--- config.mk ---
export PLATFORM = sky130hd
export DESIGN_NAME = uart_frame_parser_flat
export DESIGN_NICKNAME = d
export VERILOG_FILES = /design/src/rtl/uart_frame_parser_if.sv /design/src/rtl/uart_frame_parser.sv /design/src/flat_wrapper.sv
export SDC_FILE = /design/constraint.sdc
export NUM_CORES = 1
export LEC_CHECK = 0
export ABC_AREA = 1
export BUFFER_PORTS_ARGS = -buffer_cell sky130_fd_sc_hd__buf_2
export CORE_ASPECT_RATIO = 1.75
export CORE_MARGIN = 4
export CORE_UTILIZATION = 66
export CTS_CLUSTER_SIZE = 25
export DETAILED_ROUTE_END_ITERATION = 7
export HOLD_SLACK_MARGIN = 0.05
export PLACE_DENSITY = 0.83
export SYNTH_ARGS = -nofsm -noshare
export SYNTH_HDL_FRONTEND = slang
export SYNTH_SLANG_ARGS = --single-unit
--- constraint.sdc ---
create_clock -name sys_clk -period 8.92 [get_ports sys_clk]
set_input_delay 1.784 -clock sys_clk [delete_from_list [all_inputs] [get_ports sys_clk]]
set_output_delay 1.784 -clock sys_clk [all_outputs]
set_load 0.02 [all_outputs]
--- src/rtl/uart_frame_parser_if.sv ---
// Byte-in / command-out bundle between the UART receiver, the frame parser and the register logic.
// The parser takes the slave side; the byte source and command consumer take the master side.
interface uart_frame_parser_if;
    logic [7:0]  rx_data;
    logic        rx_vld;
    logic [7:0]  cmd_code;
    logic [31:0] cmd_value;
    logic        cmd_vld;
    logic        err_vld;
    logic [2:0]  err_code;
    logic        frame_busy;

    modport master (
        output rx_data, rx_vld,
        input  cmd_code, cmd_value, cmd_vld, err_vld, err_code, frame_busy
    );

    modport slave (
        input  rx_data, rx_vld,
        output cmd_code, cmd_value, cmd_vld, err_vld, err_code, frame_busy
    );
endinterface

--- src/rtl/uart_frame_parser.sv ---
// Decodes "&&K=ddd&&" ASCII command frames from the UART byte stream into code/value pairs.
// Optional: define UART_FRAME_PARSER_HEX_EN to accept "x"-prefixed hexadecimal values.
module uart_frame_parser #(
    parameter int MAX_DIGITS  = 9,
    parameter int TIMEOUT_CLK = 5_000_000
) (
    input logic              sys_clk,
    input logic              sys_rst,
    uart_frame_parser_if.slave bus
);
    localparam int             TW        = (TIMEOUT_CLK > 2) ? $clog2(TIMEOUT_CLK) : 1;
    localparam logic [TW-1:0]  TMO_LAST  = TW'(TIMEOUT_CLK - 1);
    localparam logic [3:0]     DIGIT_MAX = 4'(MAX_DIGITS);

    localparam logic [2:0] ERR_BAD_CMD  = 3'd1;
    localparam logic [2:0] ERR_BAD_EQ   = 3'd2;
    localparam logic [2:0] ERR_BAD_CHAR = 3'd3;
    localparam logic [2:0] ERR_OVF      = 3'd4;
    localparam logic [2:0] ERR_EMPTY    = 3'd5;
    localparam logic [2:0] ERR_BAD_END  = 3'd6;
    localparam logic [2:0] ERR_TIMEOUT  = 3'd7;

    typedef enum logic [2:0] {S_IDLE, S_SIGN2, S_CMD, S_EQ, S_VALUE, S_END2} state_t;

    state_t         state_reg, state_next;
    logic [7:0]     letter_reg, letter_next;
    logic [31:0]    acc_reg, acc_next;
    logic [3:0]     digit_cnt_reg, digit_cnt_next;
    logic [TW-1:0]  tmo_cnt_reg, tmo_cnt_next;
    logic [7:0]     cmd_code_reg, cmd_code_next;
    logic [31:0]    cmd_value_reg, cmd_value_next;
    logic           cmd_vld_reg, cmd_vld_next;
    logic           err_vld_reg, err_vld_next;
    logic [2:0]     err_code_reg, err_code_next;
    logic           frame_busy_reg, frame_busy_next;
`ifdef UART_FRAME_PARSER_HEX_EN
    logic           hex_reg, hex_next;
    logic           is_hex;
    logic [3:0]     hex_nib;
`endif

    logic [7:0]     rx_byte;
    logic           is_dec;
    logic [31:0]    acc_x10;
    logic           err_hit;

    always_ff @(posedge sys_clk or posedge sys_rst) begin
        if (sys_rst) begin
            state_reg      <= S_IDLE;
            letter_reg     <= '0;
            acc_reg        <= '0;
            digit_cnt_reg  <= '0;
            tmo_cnt_reg    <= '0;
            cmd_code_reg   <= '0;
            cmd_value_reg  <= '0;
            cmd_vld_reg    <= 1'b0;
            err_vld_reg    <= 1'b0;
            err_code_reg   <= '0;
            frame_busy_reg <= 1'b0;
`ifdef UART_FRAME_PARSER_HEX_EN
            hex_reg        <= 1'b0;
`endif
        end else begin
            state_reg      <= state_next;
            letter_reg     <= letter_next;
            acc_reg        <= acc_next;
            digit_cnt_reg  <= digit_cnt_next;
            tmo_cnt_reg    <= tmo_cnt_next;
            cmd_code_reg   <= cmd_code_next;
            cmd_value_reg  <= cmd_value_next;
            cmd_vld_reg    <= cmd_vld_next;
            err_vld_reg    <= err_vld_next;
            err_code_reg   <= err_code_next;
            frame_busy_reg <= frame_busy_next;
`ifdef UART_FRAME_PARSER_HEX_EN
            hex_reg        <= hex_next;
`endif
        end
    end

    always_comb begin
        rx_byte        = bus.rx_data;
        is_dec         = (rx_byte >= "0") && (rx_byte <= "9");
        acc_x10        = {acc_reg[28:0], 3'b000} + {acc_reg[30:0], 1'b0};
        state_next     = state_reg;
        letter_next    = letter_reg;
        acc_next       = acc_reg;
        digit_cnt_next = digit_cnt_reg;
        cmd_code_next  = cmd_code_reg;
        cmd_value_next = cmd_value_reg;
        cmd_vld_next   = 1'b0;
        err_vld_next   = 1'b0;
        err_code_next  = err_code_reg;
        err_hit        = 1'b0;
        tmo_cnt_next   = (bus.rx_vld || state_reg == S_IDLE) ? '0 : tmo_cnt_reg + 1'b1;
`ifdef UART_FRAME_PARSER_HEX_EN
        hex_next       = hex_reg;
        is_hex         = is_dec || (rx_byte >= "A" && rx_byte <= "F") || (rx_byte >= "a" && rx_byte <= "f");
        hex_nib        = is_dec ? rx_byte[3:0] : rx_byte[3:0] + 4'd9;
`endif

        if (bus.rx_vld) begin
            case (state_reg)
                S_IDLE:  if (rx_byte == "&") state_next = S_SIGN2;
                S_SIGN2: state_next = (rx_byte == "&") ? S_CMD : S_IDLE;
                S_CMD: begin
                    if (rx_byte >= "A" && rx_byte <= "Z") begin
                        letter_next    = rx_byte;
                        acc_next       = '0;
                        digit_cnt_next = '0;
`ifdef UART_FRAME_PARSER_HEX_EN
                        hex_next       = 1'b0;
`endif
                        state_next     = S_EQ;
                    end else begin
                        err_hit = 1'b1; err_code_next = ERR_BAD_CMD;
                    end
                end
                S_EQ: begin
                    if (rx_byte == "=") state_next = S_VALUE;
                    else begin
                        err_hit = 1'b1; err_code_next = ERR_BAD_EQ;
                    end
                end
                S_VALUE: begin
                    if (rx_byte == "&") begin
                        if (digit_cnt_reg != 4'd0) state_next = S_END2;
                        else begin
                            err_hit = 1'b1; err_code_next = ERR_EMPTY;
                        end
                    end
`ifdef UART_FRAME_PARSER_HEX_EN
                    else if (!hex_reg && digit_cnt_reg == 4'd0 && rx_byte == "x") hex_next = 1'b1;
                    else if (hex_reg) begin
                        if (!is_hex) begin
                            err_hit = 1'b1; err_code_next = ERR_BAD_CHAR;
                        end else if (digit_cnt_reg == 4'd8) begin
                            err_hit = 1'b1; err_code_next = ERR_OVF;
                        end else begin
                            acc_next       = {acc_reg[27:0], hex_nib};
                            digit_cnt_next = digit_cnt_reg + 4'd1;
                        end
                    end
`endif
                    else if (is_dec) begin
                        if (digit_cnt_reg == DIGIT_MAX) begin
                            err_hit = 1'b1; err_code_next = ERR_OVF;
                        end else begin
                            acc_next       = acc_x10 + {28'd0, rx_byte[3:0]};
                            digit_cnt_next = digit_cnt_reg + 4'd1;
                        end
                    end else begin
                        err_hit = 1'b1; err_code_next = ERR_BAD_CHAR;
                    end
                end
                S_END2: begin
                    if (rx_byte == "&") begin
                        cmd_code_next  = letter_reg;
                        cmd_value_next = acc_reg;
                        cmd_vld_next   = 1'b1;
                        state_next     = S_IDLE;
                    end else begin
                        err_hit = 1'b1; err_code_next = ERR_BAD_END;
                    end
                end
                default: state_next = S_IDLE;
            endcase
        end else if (state_reg != S_IDLE && tmo_cnt_reg == TMO_LAST) begin
            // A byte arriving on the terminal cycle takes the branch above instead.
            err_hit = 1'b1; err_code_next = ERR_TIMEOUT;
        end

        if (err_hit) begin
            err_vld_next = 1'b1;
            state_next   = S_IDLE;
        end
        frame_busy_next = (state_next != S_IDLE);
    end

    assign bus.cmd_code   = cmd_code_reg;
    assign bus.cmd_value  = cmd_value_reg;
    assign bus.cmd_vld    = cmd_vld_reg;
    assign bus.err_vld    = err_vld_reg;
    assign bus.err_code   = err_code_reg;
    assign bus.frame_busy = frame_busy_reg;
endmodule

--- src/flat_wrapper.sv ---
// flat-port wrapper written by rule: the top's interface ports become plain ports
module uart_frame_parser_flat 
#(
    parameter int MAX_DIGITS  = 9,
    parameter int TIMEOUT_CLK = 5_000_000
)
  (sys_clk, sys_rst, bus_rx_data, bus_rx_vld, bus_cmd_code, bus_cmd_value, bus_cmd_vld, bus_err_vld, bus_err_code, bus_frame_busy);
  uart_frame_parser_if bus_i ();
  input logic sys_clk;
  input logic sys_rst;
  input wire logic [$bits(bus_i.rx_data)-1:0] bus_rx_data;
  input wire logic [$bits(bus_i.rx_vld)-1:0] bus_rx_vld;
  output wire logic [$bits(bus_i.cmd_code)-1:0] bus_cmd_code;
  output wire logic [$bits(bus_i.cmd_value)-1:0] bus_cmd_value;
  output wire logic [$bits(bus_i.cmd_vld)-1:0] bus_cmd_vld;
  output wire logic [$bits(bus_i.err_vld)-1:0] bus_err_vld;
  output wire logic [$bits(bus_i.err_code)-1:0] bus_err_code;
  output wire logic [$bits(bus_i.frame_busy)-1:0] bus_frame_busy;
  assign bus_i.rx_data = bus_rx_data;
  assign bus_i.rx_vld = bus_rx_vld;
  assign bus_cmd_code = bus_i.cmd_code;
  assign bus_cmd_value = bus_i.cmd_value;
  assign bus_cmd_vld = bus_i.cmd_vld;
  assign bus_err_vld = bus_i.err_vld;
  assign bus_err_code = bus_i.err_code;
  assign bus_frame_busy = bus_i.frame_busy;
  uart_frame_parser #(.MAX_DIGITS(MAX_DIGITS), .TIMEOUT_CLK(TIMEOUT_CLK)) u_core (.sys_clk(sys_clk), .sys_rst(sys_rst), .bus(bus_i));
endmodule
==> impl_metrics.ini, run 1 <==
[place]
dp.final_hpwl_um = 15400
gp_congestion = 0.964
port_buffers = 56

[sta]
final_max_slew_viol_count = 0
final.setup.tns_ns = 0
fmax_mhz = 263
finClkSkew_ns = 0.0102
tightestPinTransition_ns = 0.994
post-route-period-util_pct = 42.7
fin_crit_ns = 3.81
rsz0062_at_grt = false
setup_violations = 0
hold_viol = 0
relSlewSlack_pct = 33.3

[clock_network]
clkLatencyLatePin_ns = 0.41
cts_tree = built
cts.sinks = 116
clk_pin_slew_ns = 0.06
post_cts_resized = 0
cts_buffer_depth = 2
cts_setup_buffers = 0
cts_buffers = 17
cts_root_buf = clkbuf_16
holdBufCountCts = 0
ctsHtreeMaxLevel = 4

[critical_path]
crit_type = in2reg
cp_common_cell = nand2_1
worst-path-buf-inv = 4
arrival_ns = 4.10
startpoint_type = primary input
path_cells = buf_2 > inv_1 > nor2_1 > nand2_1 > buf_4 > clkinv_1 > nand2_1 > nand2_1
cp_max_fo = 48
path_delay_family = buffers and inverters
max_stage_delay_ns = 0.92
end_kind = flip-flop
cp.required_ns = 9.22
slowest_stage = clkinv_1

[yosys]
yosys.area.top_type = dfrtp_1
synth-seq-cells = 116
syn_area_um2 = 7790
synthArstFlopShare_pct = 100
synth_most_common_cell = nand2_1
synth_fp_nets = 1185
synth_flop_cell = dfrtp_1
syn_area_per_cell_um2 = 7.02
synth.distinct_cells = 41
synth_area_leaders = dfrtp_1 (37%), nand2_1 (21%), ha_1 (10%)
yosys-top-cells-count = nand2_1 (444), inv_1 (132), dfrtp_1 (116)
synth_top_area_share_pct = 37.2
yosys_warnings = 0
yosysSeqAreaShare_pct = 37.2
syn-instance-count = 1110
synth-edff-count = 0

[floorplan]
initial_utilization_pct = 67.3
die_area_um2 = 13700
core_um2 = 11600
die-height_um = 152
die_x_um = 90.2
io_pins = 57
rows = 52

[routing]
wl_met2_um = 10900
drc = 0
wire_per_inst_um = 15.5
drt-met1-wl_um = 7810
postRouteAntennaNets = 0
vias_per_cell = 5.50
wl_met3_um = 709
top_layer = met4
detail_route.wirelength_um = 20500
num_vias = 7251
first_pass_iters = 5
first_iter_violations = 441

[global_route]
grt_antenna_before_repair = 0
grt_usage_pct = 31.3
grt_pass1_wl_um = 34000
grt_max_degree = 68
grt-ovfl-total = 0
grt_pass1_vias = 7210

[pwr]
fin_total_pwr_mw = 2.00
vdd_drop_max_mv = 0.146
power_leakage_nw = 5.02
power.density_nw_per_um2 = 228

[outcome]
status = finished clean

[final_layout]
layout.nets = 1246
drive_above_1_share_pct = 10.6
area_growth_pct = 12.1
antenna_cells = 0

[min_path]
worst_hold_path_type = reg2reg

[run]
maxCapViolations = 0
## per-stage QoR
stage                     hold WS (ns)  worst slack (ns)  area (um^2)  util [%]  instances
final                            0.452              5.11         8740      75.5       1319
after global routing             0.480              4.89         8740      75.5       1319
after global placement           0.435              4.76         8150      70.3       1287
after detailed placement         0.440              4.71         8150      70.3       1287
after floorplan                  0.420              4.06         7790         -       1110
after CTS                        0.452              5.14         8740      75.5       1319
## power by group
part           switching [mW]  total, mW  internal [mW]  leakage (nW)
clock                   0.271      0.689          0.419         0.292
sequential             0.0804      0.673          0.593          1.57
combinational           0.404      0.633          0.229          3.16
## per-layer routing
layer / global-route usage [%] / up-vias
met2: 58.4 / 196
met4: 17.0 / 0
li1: - / 3641
met1: 34.2 / 3352
met3: 4.45 / 62
met5: 0 / -
## final cells by class
| type | instances | area [um^2] |
|---|---|---|
| clock buffers | 17 | 425 |
| clock inverters | 15 | 170 |
| fillers | 926 | 2840 |
| inverters | 138 | 522 |
| multi-input cells | 839 | 4250 |
| flip-flops and latches | 116 | 2900 |
| well taps | 135 | 169 |
| repair buffers | 59 | 303 |
## worst min-delay path, stage by stage, from the launching register on
cell and delay [ns]:
dfrtp_1 0.31, inv_1 0.04, nand2_1 0.06
## layout by cell type, fill, tap and decap left out, types with 21 or more instances in the layout
cell type	instances
dfrtp_1	116
a21oi_1	30
nand3_1	79
o21ai_0	21
inv_1	131
ha_1	62
nor2_1	95
buf_2	56
nand2_1	444
## final timing paths
kind / from / endpoint / slack, ns / cells after the start
worst max-delay path: bus_rx_vld / u_core.bus.cmd_value[30] / 5.11 / 8
worst min-delay path: u_core.letter_reg[6] / u_core.letter_reg[6] / 0.45 / 2
worst max register to register: u_core.state_reg[1] / u_core.bus.cmd_value[30] / 6.28 / 8
worst min register to register: u_core.letter_reg[6] / u_core.letter_reg[6] / 0.45 / 2
max in group asynchronous: sys_rst / u_core.bus.cmd_value[4] / 6.15 / 3
min in group asynchronous: sys_rst / u_core.bus.cmd_value[19] / 1.47 / 2
## logic make-up (layout without fill, tap and decap cells)
logic type	count (synthesis)	after routing	share of synthesized area, %
buffers and inverters	155	229	8.25
AOI/OAI and AO/OA	78	78	5.54
adders and majority gates	64	64	10.5
and+or+nand+nor	687	687	37.4
xor gates and xnor gates	10	10	1.12
DFF	116	116	37.2
No activity file was read; power rests on OpenSTA's default activity.
==> inputs of run 2 (changes only) <==
Settings changed: CORE_UTILIZATION 66 to 56, PLACE_DENSITY 0.83 to 0.75.
Clock period 8.92 ns to 3.35 ns, I/O delays scaled along.
==> run 2 against run 1 <==
Sequential power grew to 2.6 times the previous value. Sequential cell count is the same. Cell area grew 0.49%. Critical path type is now reg2reg. Largest cell class unchanged.
==> impl_metrics.ini, run 2 (synthesized netlist as in run 1, its figures left out) <==
[outcome]
status = finished clean

[critical_path]
arrival_ns = 2.83
cp.required_ns = 3.62
end_kind = flip-flop
startpoint_type = flip-flop
slowest_stage = fa_1
path_cells = fa_1 > fa_1 > nand3_1 > nand3_1 > nand2_1 > nand2_1 > or2_2 > nand3_1 > o21ai_1
cp_common_cell = nand3_1
crit_type = reg2reg
max_stage_delay_ns = 0.54
cp_max_fo = 5

[routing]
postRouteAntennaNets = 0
first_pass_iters = 5
drc = 0
detail_route.wirelength_um = 20500
first_iter_violations = 382
num_vias = 7202
wire_per_inst_um = 15.1
vias_per_cell = 5.30

[clock_network]
cts_buffers = 17
cts_tree = built
clkLatencyLatePin_ns = 0.41
cts_buffer_depth = 2
clk_pin_slew_ns = 0.06
cts.sinks = 116
post_cts_resized = 0
cts_setup_buffers = 0
ctsHtreeMaxLevel = 4
cts_root_buf = clkbuf_16
holdBufCountCts = 0

[global_route]
grt_pass1_vias = 7167
grt_pass1_wl_um = 34400
grt_usage_pct = 27.0
grt-ovfl-total = 0
grt_antenna_before_repair = 0
grt_max_degree = 117

[pwr]
vdd_drop_max_mv = 0.475
pwr-share-seq_pct = 34.0
internal_power_mw = 3.18
pwr-share-comb_pct = 33.1
p_switching_mw = 2.07
power.density_nw_per_um2 = 598
p_clk_share_pct = 32.9
power_leakage_nw = 5.00
p_sw_share_pct = 39.4

[floorplan]
core_um2 = 13500
die-height_um = 164
rows = 56
initial_utilization_pct = 57.6
die_area_um2 = 15900
io_pins = 57
die_x_um = 97.2

[final_layout]
drive_above_1_share_pct = 10.8
seq_area_um2 = 2900
final_cell_mix = nand2_1 (444), inv_1 (131), dfrtp_1 (116)
antenna_cells = 0
final_util_pct = 65.0
layout.cells.most_common = nand2_1
area_growth_pct = 12.7
layout.nets = 1248
multiInputGateArea_um2 = 4250
fillers = 1224

[sta]
fmax_mhz = 392
rsz0062_at_grt = false
final_max_slew_viol_count = 0
whs_ns = 0.390
fin_crit_ns = 2.55
worst_slack_ns = 0.797
finClkSkew_ns = 0.0113
setup_violations = 0
final.setup.tns_ns = 0
relSlewSlack_pct = 57.2
post-route-period-util_pct = 76.2
hold_viol = 0
tightestPinTransition_ns = 0.642

[place]
place_ws_ns = 0.437
port_buffers = 56
gp_congestion = 0.984
dp.final_hpwl_um = 15700

[min_path]
worst_hold_path_type = in2async

[run]
maxCapViolations = 0
run 2: power by group through the flow:
stage               sequential [mW]  clock [mW]  combinational (mW)
global placement               1.80           0                1.70
floorplan                      1.76           0                1.25
CTS                            1.78        1.75                1.74
global route                   1.81        1.82                1.97
finish                         1.78        1.73                1.74
detailed placement             1.81           0                1.71
run 2: layout make-up:
cell class	count	share of cell area, %
clock buffers	17	4.84
clock inverters	15	1.54
inverters	138	5.95
multi-input cells	839	48.4
flip-flops and latches	116	33.0
well taps	174	2.48
repair buffers	61	3.76
run 2: final timing paths:
kind | from | to | slack (ns) | cells past startpoint
min reg2reg | u_core.letter_reg[6] | u_core.letter_reg[6] | 0.47 | 2
max reg2reg | u_core.acc_reg[0] | u_core.acc_reg[8] | 0.80 | 9
min in group sys_clk | u_core.letter_reg[6] | u_core.letter_reg[6] | 0.47 | 2
max in group asynchronous | sys_rst | u_core.tmo_cnt_reg[6] | 2.43 | 3
max | u_core.acc_reg[0] | u_core.acc_reg[8] | 0.80 | 9
min | sys_rst | u_core.bus.err_vld | 0.39 | 3
run 2: worst max-delay path, delay by kind of cell (launching register included):
family | cells | cell delay (ns)
DFF | 1 | 0.44
and+or+nand+nor | 6 | 0.85
AOI/OAI and AO/OA | 1 | 0.07
adders and majority gates | 2 | 1.05
run 2: layer usage:
layer | share of wire [%] | vias up | GRT usage [%] | wire length, um
met4 | 5.5 | 0 | 16.2 | 1120
met5 | 0 | - | 0 | 0
met1 | 38 | 3295 | 29.2 | 7750
met3 | 3.6 | 62 | 3.95 | 749
met2 | 53 | 212 | 49.6 | 10900
li1 | - | 3633 | - | -
run 2: per-stage QoR:
stage | total power, mW | cells | instance area [um^2]
final | 5.25 | 1360 | 8780
after global placement | 3.50 | 1328 | 8220
after floorplan | 3.01 | 1110 | 7800
after detailed placement | 3.52 | 1328 | 8220
after CTS | 5.27 | 1360 | 8780
after global routing | 5.59 | 1360 | 8780
==> inputs of run 3 (changes only) <==
Settings changed: ABC_AREA 1 to 0, CORE_UTILIZATION 56 to 55, PLACE_DENSITY 0.75 to 0.74.
Clock period 3.35 ns to 2.3 ns, I/O delays scaled along.
==> run 3 against run 2 <==
The run now ends with negative setup slack left. Global-route usage rose by 1.3 points. Clock skew fell by 0.0045 ns. Combinational power fell by 62%. Area after synthesis fell by 13%. Critical path type unchanged. Critical endpoint is now u_core.acc_reg[24]. Count of clock-buffer cells in the layout rose by 1. Cell area rose by 9.1%. Clock power rose by 38%. Register-to-register slack got worse by 1.4 ns.
==> impl_metrics.ini, run 3 <==
[final_layout]
antenna_cells = 0
layout.nets = 946
fin_cells = 1049
fillers = 725
layout.cells.most_common = buf_4
seq_area_um2 = 2910
drive_above_1_share_pct = 40.3
final_cell_mix = buf_4 (131), dfrtp_1 (112), nand2_1 (71)
final_util_pct = 79.4
multiInputGateArea_um2 = 4380
area_growth_pct = 40.7

[yosys]
synth_area_leaders = dfrtp_1 (43%), ha_1 (11%), mux2_2 (5.5%)
synthMuxAreaShare_pct = 7.73
synth-edff-count = 0
yosysSeqAreaShare_pct = 42.6
syn_area_um2 = 6810
yosys-top-cells-count = dfrtp_1 (116), nand2_1 (73), ha_1 (62)
synth-seq-cells = 116
synth-adder-area-share_pct = 12.0
syn_area_per_cell_um2 = 10.1
synthSimpleGateAreaFrac_pct = 15.3
synth_flop_cell = dfrtp_1
synthArstFlopShare_pct = 100
yosys.area.top_type = dfrtp_1
synth.distinct_cells = 64
synth_top_area_share_pct = 42.6
syn-instance-count = 674
synth_top_family_by_area = simple AND/OR/NAND/NOR gates
yosys_warnings = 0
synth_compound_area_share_pct = 13.8
synth_most_common_cell = dfrtp_1
synth_fp_nets = 749
synth_xor_area_share_pct = 6.17

[clock_network]
cts_tree = built
cts_buffers = 17
cts_root_buf = clkbuf_16
clk_pin_slew_ns = 0.06
ctsHtreeMaxLevel = 4
clkLatencyLatePin_ns = 0.42
holdBufCountCts = 0
cts.sinks = 116
cts_buffer_depth = 2

[sta]
final_max_slew_viol_count = 0
fmax_mhz = 348
hold_viol = 0
rsz0062_at_grt = true
worst_slack_ns = -0.573
final.setup.tns_ns = -10.03
finClkSkew_ns = 0.00682
whs_ns = 0.0491
post-route-period-util_pct = 125
relSlewSlack_pct = 70.6
setup_violations = 25
tightestPinTransition_ns = 0.440
fin_crit_ns = 2.87

[global_route]
grt_usage_pct = 28.4
grt-ovfl-total = 0
grt_pass1_vias = 6545
grt_antenna_before_repair = 0
grt_max_degree = 66
grt_pass1_wl_um = 32100

[routing]
drc = 0
num_vias = 6099
vias_per_cell = 5.81
first_iter_violations = 323
postRouteAntennaNets = 0
first_pass_iters = 5
wire_per_inst_um = 18.7
detail_route.wirelength_um = 19600

[critical_path]
reg2reg_to = u_core.acc_reg[24]
regToRegSetupSlack_ns = -0.57
end_kind = flip-flop
r2r_cells = 11
endpoint = u_core.acc_reg[24]
crit_type = reg2reg
critPathLaunch = u_core.acc_reg[14]
startpoint_type = flip-flop
cp_max_fo = 3
cp.required_ns = 2.65
regToRegStartpoint = u_core.acc_reg[14]
arrival_ns = 3.22

[place]
port_buffers = 56
dpl.cell_count = 1004
gp_congestion = 0.896
dp.final_hpwl_um = 13300

[pwr]
pwr-share-seq_pct = 41.9
p_clk_share_pct = 45.5
fin_total_pwr_mw = 5.25
p_switching_mw = 1.47
internal_power_mw = 3.78
p_sw_share_pct = 28.1
power_leakage_nw = 4.68
pwr-share-comb_pct = 12.6
vdd_drop_max_mv = 0.533
power.density_nw_per_um2 = 548

[min_path]
worst_hold_path_type = in2async

[floorplan]
die-height_um = 155
initial_utilization_pct = 56.4
io_pins = 57
die_x_um = 92.1
rows = 53
die_area_um2 = 14300
core_um2 = 12100

[outcome]
status = complete, but fails checks
failed_checks = negative setup slack

[run]
maxCapViolations = 0
==> run 3: changes by cell type after synthesis, sizes merged, moves of 8 or more <==
| cell | previous run | this run |
|---|---|---|
| nor3 | 15 | 7 |
| xnor2 | 2 | 18 |
| clkbuf | 2 | 12 |
| nor2 | 102 | 57 |
| nand3 | 83 | 21 |
| nand2 | 450 | 73 |
| inv | 136 | 10 |
| nor2b | 0 | 8 |
| a21o | 1 | 14 |
| mux2 | 0 | 45 |
| o31ai | 0 | 10 |
| xor2 | 8 | 30 |
==> run 3: metrics by stage <==
step / worst slack, ns / area (um^2)
after global placement: -0.709 / 8520
after global routing: -0.640 / 9580
after floorplan: -0.416 / 7100
after detailed placement: -0.759 / 8520
final: -0.573 / 9580
after CTS: -0.490 / 9430
==> run 3: power groups by stage <==
| stage | combinational, mW | clock, mW | sequential [mW] |
|---|---|---|---|
| 6_report | 0.660 | 2.39 | 2.20 |
| 5_1_grt | 0.727 | 2.51 | 2.21 |
| 4_1_cts | 0.637 | 2.42 | 2.20 |
| 3_5_place_dp | 0.624 | 0 | 2.24 |
| 3_3_place_gp | 0.601 | 0 | 2.23 |
| 2_1_floorplan | 0.371 | 0 | 2.26 |
==> run 3: cell type report <==
class | count | area share, %
Sequential cell | 116 | 30.3
Tap cell | 165 | 2.15
Clock inverter | 14 | 1.11
Inverter | 10 | 0.431
Multi-Input combinational cell | 521 | 45.7
Clock buffer | 18 | 4.48
Timing Repair Buffer | 205 | 15.8
==> run 3: layer usage <==
layer / vias up / global-route usage [%] / wire length [um]
met4: 0 / 16.2 / 1090
met3: 96 / 4.31 / 638
li1: 2830 / - / -
met2: 207 / 54.8 / 11100
met1: 2966 / 28.0 / 6800
met5: - / 0 / 0
==> run 3: how the worst min path moves through the flow <==
stage | end | slack, ns
detailed placement | u_core.letter_reg[6] | 0.46
finish | u_core.bus.cmd_value[6] | 0.05
global placement | u_core.letter_reg[6] | 0.45
global route | u_core.bus.cmd_value[2] | 0.07
CTS | u_core.bus.cmd_value[2] | 0.05
floorplan | u_core.letter_reg[6] | 0.43
==> run 3: kinds of logic (layout without fill, tap and decap cells) <==
family	after synthesis	after routing
flip-flops	116	116
AO/OA/AOI/OAI	146	146
adder cells (fa/ha/maj)	64	64
AND/OR/NAND/NOR	216	216
XOR/XNOR	48	48
buffers and inverters	37	247
multiplexers	47	47
==> run 3: critical path, cell delays in order, from the launching register on <==
cell and delay, ns:
dfrtp_1 0.38, ha_1 0.29, ha_1 0.31, a21o_1 0.27
a21oi_1 0.29, nor2b_1 0.09, nor3_1 0.28, buf_4 0.19
o31ai_4 0.09, a311o_1 0.36, xnor2_2 0.14, o21ai_2 0.11
==> run 3: what timing repair did <==
item / CTS / global route
resized for setup: 53 / 21
setup endpoints to repair: 24 / 39
buffers inserted: 10 / 5
pin swaps: 34 / 24
cloned: 0 / 0
